`config.mk`:
```
export PLATFORM = sky130hd
export DESIGN_NAME = spi_slave_controller
export DESIGN_NICKNAME = d
export VERILOG_FILES = /design/src/rtl/spi_slave_controller_pkg.sv /design/src/rtl/spi_sync_edge.sv /design/src/rtl/spi_slave_controller.sv
export SDC_FILE = /design/constraint.sdc
export NUM_CORES = 1
export LEC_CHECK = 0
export ABC_AREA = 1
export ABC_CLOCK_PERIOD_IN_PS = 1600
export CAP_MARGIN = 25
export CORE_MARGIN = 3
export CORE_UTILIZATION = 30
export DETAILED_ROUTE_END_ITERATION = 8
export SLEW_MARGIN = 20
export SYNTH_ARGS = -nofsm -noshare
export SYNTH_HDL_FRONTEND = slang
export SYNTH_SLANG_ARGS = --single-unit
```
`constraint.sdc`:
```
create_clock -name clk -period 1.6 [get_ports clk]
set_clock_uncertainty 0.15 [all_clocks]
set_input_delay 0.16 -clock clk [delete_from_list [all_inputs] [get_ports clk]]
set_output_delay 0.16 -clock clk [all_outputs]
set_load 0.05 [all_outputs]
```
`src/rtl/spi_slave_controller_pkg.sv`:
```
// Shared definitions for the SPI target: register map, status/control bit
// positions, FSM encoding and the latched bus request.
package spi_slave_controller_pkg;

  localparam int unsigned ADDR_W = 12;
  localparam int unsigned DATA_W = 8;
  localparam int unsigned CNT_W  = 3;

  localparam logic [ADDR_W-1:0] REG_DATA   = 12'h000;
  localparam logic [ADDR_W-1:0] REG_STATUS = 12'h001;
  localparam logic [ADDR_W-1:0] REG_CTRL   = 12'h002;

  localparam int unsigned STAT_RX_VALID = 0;
  localparam int unsigned STAT_TX_FULL  = 1;
  localparam int unsigned STAT_OVERRUN  = 2;
  localparam int unsigned CTRL_IRQ_EN   = 0;

  // Byte shifted out when firmware has not queued one.
  localparam logic [DATA_W-1:0] TX_IDLE_BYTE = 8'hFF;

  typedef enum logic {
    ST_IDLE  = 1'b0,
    ST_SHIFT = 1'b1
  } spi_state_t;

  typedef struct packed {
    logic              rd;
    logic              wr;
    logic [ADDR_W-1:0] addr;
    logic [DATA_W-1:0] wdata;
  } bus_req_t;

endpackage

```
`src/rtl/spi_sync_edge.sv`:
```
// Two-flop synchronizer for an asynchronous SPI pin with one-cycle
// rise/fall pulses derived from the synchronized value.
module spi_sync_edge #(
  parameter logic RST_VAL = 1'b0
) (
  input  logic clk,
  input  logic rst,
  input  logic i_din,
  output logic o_rise_c,
  output logic o_fall_c
);

  logic r_meta;
  logic r_sync;
  logic r_prev;

  always_ff @(posedge clk) begin
    if (!rst) begin
      r_meta <= RST_VAL;
      r_sync <= RST_VAL;
      r_prev <= RST_VAL;
    end else begin
      r_meta <= i_din;
      r_sync <= r_meta;
      r_prev <= r_sync;
    end
  end

  assign o_rise_c = r_sync & ~r_prev;
  assign o_fall_c = ~r_sync & r_prev;

endmodule

```
`src/rtl/spi_slave_controller.sv`:
```
// SPI mode-0 target with a DATA/STATUS/CTRL register window on the core bus.
// Frames are 8 bits MSB first; bytes repeat back-to-back while CS is low.
module spi_slave_controller
  import spi_slave_controller_pkg::*;
(
  input  logic              clk,
  input  logic              rst,
  input  logic              chipSel,
  input  logic              mem_rd,
  input  logic              mem_wr,
  input  logic [ADDR_W-1:0] mem_addr,
  input  logic [DATA_W-1:0] mem_wdata,
  output logic [DATA_W-1:0] mem_rdata,
  output logic              ready,
  output logic              interrupt,
  input  logic              spi_sclk,
  input  logic              spi_cs,
  input  logic              spi_mosi,
  output logic              spi_miso
);

  logic w_sck_rise, w_sck_fall, w_cs_rise, w_cs_fall;
  logic r_mosi_meta, r_mosi_sync;

  spi_sync_edge #(.RST_VAL(1'b0)) u_sck_sync (
    .clk      (clk),
    .rst      (rst),
    .i_din    (spi_sclk),
    .o_rise_c (w_sck_rise),
    .o_fall_c (w_sck_fall)
  );

  spi_sync_edge #(.RST_VAL(1'b1)) u_cs_sync (
    .clk      (clk),
    .rst      (rst),
    .i_din    (spi_cs),
    .o_rise_c (w_cs_rise),
    .o_fall_c (w_cs_fall)
  );

  always_ff @(posedge clk) begin
    if (!rst) begin
      r_mosi_meta <= 1'b1;
      r_mosi_sync <= 1'b1;
    end else begin
      r_mosi_meta <= spi_mosi;
      r_mosi_sync <= r_mosi_meta;
    end
  end

  // Frame FSM
  spi_state_t r_state, w_state_nxt;
  logic w_start, w_abort, w_sample, w_shift;

  always_ff @(posedge clk) begin
    if (!rst) r_state <= ST_IDLE;
    else      r_state <= w_state_nxt;
  end

  always_comb begin
    w_state_nxt = r_state;
    w_start     = 1'b0;
    w_abort     = 1'b0;
    w_sample    = 1'b0;
    w_shift     = 1'b0;
    case (r_state)
      ST_IDLE: begin
        if (w_cs_fall) begin
          w_state_nxt = ST_SHIFT;
          w_start     = 1'b1;
        end
      end
      ST_SHIFT: begin
        if (w_cs_rise) begin
          w_state_nxt = ST_IDLE;
          w_abort     = 1'b1;
        end else begin
          w_sample = w_sck_rise;
          w_shift  = w_sck_fall;
        end
      end
      default: w_state_nxt = ST_IDLE;
    endcase
  end

  // Bus handshake: accept, then complete with a one-cycle ready.
  bus_req_t r_req;
  logic     r_ready;
  logic     w_accept;

  assign w_accept = chipSel & (mem_rd | mem_wr) & ~r_ready;

  always_ff @(posedge clk) begin
    if (!rst) begin
      r_ready <= 1'b0;
      r_req   <= '0;
    end else begin
      r_ready <= w_accept;
      if (w_accept) r_req <= '{rd: mem_rd, wr: mem_wr, addr: mem_addr, wdata: mem_wdata};
    end
  end

  logic w_rd_data, w_wr_data, w_wr_status, w_wr_ctrl;
  assign w_rd_data   = r_ready & r_req.rd & (r_req.addr == REG_DATA);
  assign w_wr_data   = r_ready & r_req.wr & (r_req.addr == REG_DATA);
  assign w_wr_status = r_ready & r_req.wr & (r_req.addr == REG_STATUS);
  assign w_wr_ctrl   = r_ready & r_req.wr & (r_req.addr == REG_CTRL);

  logic [DATA_W-1:0] r_tx_shift, r_tx_byte, r_rx_data;
  logic [DATA_W-2:0] r_rx_shift;
  logic [CNT_W-1:0]  r_bit_cnt;
  logic              r_rx_valid, r_tx_full, r_overrun, r_irq_en;

  logic [DATA_W-1:0] w_rx_byte, w_tx_next;
  logic              w_byte_done;

  assign w_rx_byte   = {r_rx_shift, r_mosi_sync};
  assign w_tx_next   = r_tx_full ? r_tx_byte : TX_IDLE_BYTE;
  assign w_byte_done = w_sample & (r_bit_cnt == CNT_W'(DATA_W - 1));

  // Shift datapath and register side effects; later assignments win ties.
  always_ff @(posedge clk) begin
    if (!rst) begin
      r_tx_shift <= '0;
      r_rx_shift <= '0;
      r_bit_cnt  <= '0;
      r_tx_byte  <= '0;
      r_rx_data  <= '0;
      r_rx_valid <= 1'b0;
      r_tx_full  <= 1'b0;
      r_overrun  <= 1'b0;
      r_irq_en   <= 1'b0;
    end else begin
      if (w_start) begin
        r_tx_shift <= w_tx_next;
        r_tx_full  <= 1'b0;
        r_bit_cnt  <= '0;
      end else if (w_abort) begin
        r_rx_shift <= '0;
        r_bit_cnt  <= '0;
      end else if (w_sample) begin
        r_rx_shift <= w_rx_byte[DATA_W-2:0];
        r_bit_cnt  <= r_bit_cnt + CNT_W'(1);
      end else if (w_shift) begin
        // Counter at zero on a falling edge means a byte just finished.
        if (r_bit_cnt == '0) begin
          r_tx_shift <= w_tx_next;
          r_tx_full  <= 1'b0;
        end else begin
          r_tx_shift <= {r_tx_shift[DATA_W-2:0], 1'b0};
        end
      end

      if (w_rd_data) r_rx_valid <= 1'b0;
      if (w_wr_status && r_req.wdata[STAT_OVERRUN]) r_overrun <= 1'b0;

      if (w_byte_done) begin
        r_rx_data  <= w_rx_byte;
        r_rx_valid <= 1'b1;
        if (r_rx_valid && !w_rd_data) r_overrun <= 1'b1;
      end

      if (w_wr_data) begin
        r_tx_byte <= r_req.wdata;
        r_tx_full <= 1'b1;
      end
      if (w_wr_ctrl) r_irq_en <= r_req.wdata[CTRL_IRQ_EN];
    end
  end

  // Read data reflects register state during the ready cycle itself.
  always_comb begin
    mem_rdata = '0;
    if (r_ready && r_req.rd) begin
      case (r_req.addr)
        REG_DATA:   mem_rdata = r_rx_data;
        REG_STATUS: begin
          mem_rdata[STAT_RX_VALID] = r_rx_valid;
          mem_rdata[STAT_TX_FULL]  = r_tx_full;
          mem_rdata[STAT_OVERRUN]  = r_overrun;
        end
        REG_CTRL:   mem_rdata[CTRL_IRQ_EN] = r_irq_en;
        default:    mem_rdata = '0;
      endcase
    end
  end

  assign ready     = r_ready;
  assign interrupt = r_irq_en & (r_rx_valid | r_overrun);
  assign spi_miso  = (r_state == ST_SHIFT) ? r_tx_shift[DATA_W-1] : 1'b1;

endmodule

```
==> flow_summary.json <==
{
  "final_util_pct": 42.3,
  "power_density_mw_per_mm2": 885,
  "finalHoldViolCount": 0,
  "dp_slack_ps": -6.43,
  "dr.pass1.iters": 4,
  "power_switching_uw": 838,
  "grt-ovfl-total": 0,
  "die_h_microns": 104,
  "place.gp.congestion": 0.749,
  "hpwl_microns": 4230,
  "drv_cap": 0,
  "core_area_sq_mm": 0.00924,
  "ys_top_cells_by_area": "dfxtp_1, nand2_1, nor2_1",
  "postLayoutCellArea_sq_mm": 0.00391,
  "ys_seq_elements": 70,
  "finalNonFillerCells": 590,
  "synth-seq-area-share_pct": 48.9,
  "clkSlewWorstSetupHoldPaths_ps": 70,
  "worst_pin_slew_ps": 311,
  "numClockSinks": 70,
  "nets": 488,
  "use_met1_pct": 14.8,
  "cts_tree": "done",
  "num_vias": 2578,
  "grt_pass1_vias": 2435,
  "die_area_sq_mm": 0.0108,
  "postRouteAntennaNets": 0,
  "vdd_drop_max_uv": 331,
  "synthesis.nets": 434,
  "row_count": 35,
  "seqPwrFrac_pct": 53.4,
  "drive_above_1_share_pct": 16.9,
  "synthCells": 403,
  "met3_usage_pct": 2.99,
  "cts_inserted_buffers": 9,
  "fmax_mhz": 537,
  "grt_use_met2_pct": 19.0,
  "worst_slack_ps": -263,
  "synth_most_common_cell": "nand2_1",
  "period_needed_ps": 1860,
  "vias_per_cell": 4.37,
  "yosysTopAreaCell": "dfxtp_1",
  "crit_path_end_kind": "output pin",
  "area_growth_pct": 36.4,
  "clkPwrFrac_pct": 35.8,
  "yosysWarnings": 0,
  "start_util_pct": 31.0,
  "hold_buffers": 0,
  "syn_avg_cell_area_sq_um": 7.11,
  "htreeDepth": 3,
  "grt_usage_pct": 11.8,
  "wl_per_cell_microns": 10.3,
  "synth_ff_type": "dfxtp_1",
  "rsz0062_at_grt": "yes",
  "grt_max_degree": 40,
  "switching_share_pct": 24.2,
  "clkLatencyLatePin_ps": 330,
  "comb_power_share_pct": 10.8,
  "cts_buffer_depth": 2,
  "run_status": "finished, violations left",
  "grt_first_pass_wirelength_microns": 10500,
  "drtIter0Drc": 111,
  "required_ps": 1290,
  "crit_path_max_fanout": 6,
  "synthTopCellsByCount": "nand2_1, nor2_1, dfxtp_1, inv_1, o21ai_0",
  "p_int_mw": 2.62,
  "finalCritPeriodShare_pct": 116,
  "pin_count": 39,
  "drc": 0,
  "critPathArrivalTime_ps": 1550,
  "finalWirelength_microns": 6100,
  "crit_path_start_kind": "flip-flop",
  "fp.dieW_microns": 104,
  "diodes": 0,
  "criticalPathCategory": "reg2out",
  "p_total_mw": 3.46,
  "placed_area_sq_mm": 0.00364,
  "violations": "setup timing",
  "synth_area_sq_mm": 0.00286,
  "grt.busiest_layer": "met2",
  "finalSetupViolations": 8,
  "synth_edf_count": 0,
  "portBuffers": 38,
  "synth_top_area_share_pct": 48.9,
  "placedCellCount": 572,
  "p_leak_nw": 1.64,
  "final_max_slew_viol_count": 0,
  "hp-class": "in2reg",
  "antenna_found_initial": 0,
  "root_buffer": "clkbuf_8",
  "yosys.cell_types.count": 24,
  "synthArstFlopShare_pct": 0,
  "relSlewSlack_pct": 79.2
}
[power by group through the flow]
stage	registers [mW]	logic [mW]	clock network [mW]
after floorplan	1.88	0.191	0
after global placement	1.88	0.344	0
final	1.84	0.374	1.24
after CTS	1.84	0.363	1.28
after detailed placement	1.88	0.349	0
after global routing	1.85	0.420	1.36
[worst paths after layout]
| kind | startpoint | to | slack (ps) | depth (start not counted) |
|---|---|---|---|---|
| setup / recovery | r_req[16]$_SDFFE_PN0P_ | mem_rdata[7] | -260 | 7 |
| hold / removal | spi_sclk | u_sck_sync.r_meta$_SDFF_PN0_ | 210 | 3 |
| setup reg to reg | r_req[16]$_SDFFE_PN0P_ | r_overrun$_SDFF_PN0_ | 120 | 8 |
| hold reg to reg | u_sck_sync.r_meta$_SDFF_PN0_ | u_sck_sync.r_sync$_SDFF_PN0_ | 260 | 2 |
[what timing repair did]
action | CTS | global route
cloned | 0 | 2
setup endpoints to repair | 8 | 33
pin swaps | 6 | 5
setup buffers | 2 | 0
hold endpoints to repair | 0 | 0
gates resized for setup | 9 | 13
[critical path, cell delays in order (launching register included)]
cell	delay, ps
dfxtp_1	310
nor2_1	110
nand2_1	110
nor2_4	200
nand3_4	120
buf_6	150
nor2_4	100
buf_12	140
[sequential cells by signal, indices dropped and copies added, names as in the netlist, 3 cells and up]
name,cells
r_req,22
r_rx_data,8
r_tx_byte,8
r_tx_shift,8
r_rx_shift,7
r_bit_cnt,3
[stage by stage]
step           hold WS [ps]  setup TNS [ps]
6_report                212           -2020
5_1_grt                 214           -2850
4_1_cts                 189           -2260
2_1_floorplan           108           -30.3
3_3_place_gp            243               0
3_5_place_dp            249           -9.52
[layout by cell type (no fill, tap or decap), drive strengths merged]
cell           instances
nand3b                 1
buf                   27
o21ai                 34
clkbuf                14
dfxtp                 70
inv                   42
nand2                100
clkdlybuf4s50         27
clkinv                 1
ha                     3
a21oi                 26
a211oi                 3
nor3                   2
nor2                  86
nand3                 20
or2                    5
[cell type report]
| type | instances | area, sq um |
|---|---|---|
| flip-flops and latches | 70 | 1410 |
| fillers | 949 | 5330 |
| clock inverters | 1 | 5.00 |
| inverters | 42 | 158 |
| multi-input cells | 280 | 1370 |
| well taps | 129 | 161 |
| clock buffers | 14 | 163 |
| repair buffers | 54 | 643 |
[metal layers]
metal / vias to the layer above / share of wire (%)
met3: 2 / 2.7
met5: - / 0
met4: 0 / 0.69
met1: 1186 / 49
met2: 25 / 48
li1: 1365 / -
[logic make-up after synthesis]
| kind of cell | Yosys count | share of synthesized area (%) |
|---|---|---|
| AO/OA/AOI/OAI | 63 | 11.5 |
| adder cells (fa/ha/maj) | 3 | 1.31 |
| buffers and inverters | 55 | 7.95 |
| flip-flops | 70 | 48.9 |
| AND/OR/NAND/NOR | 212 | 30.3 |
Power figures use the tool's default switching activity.
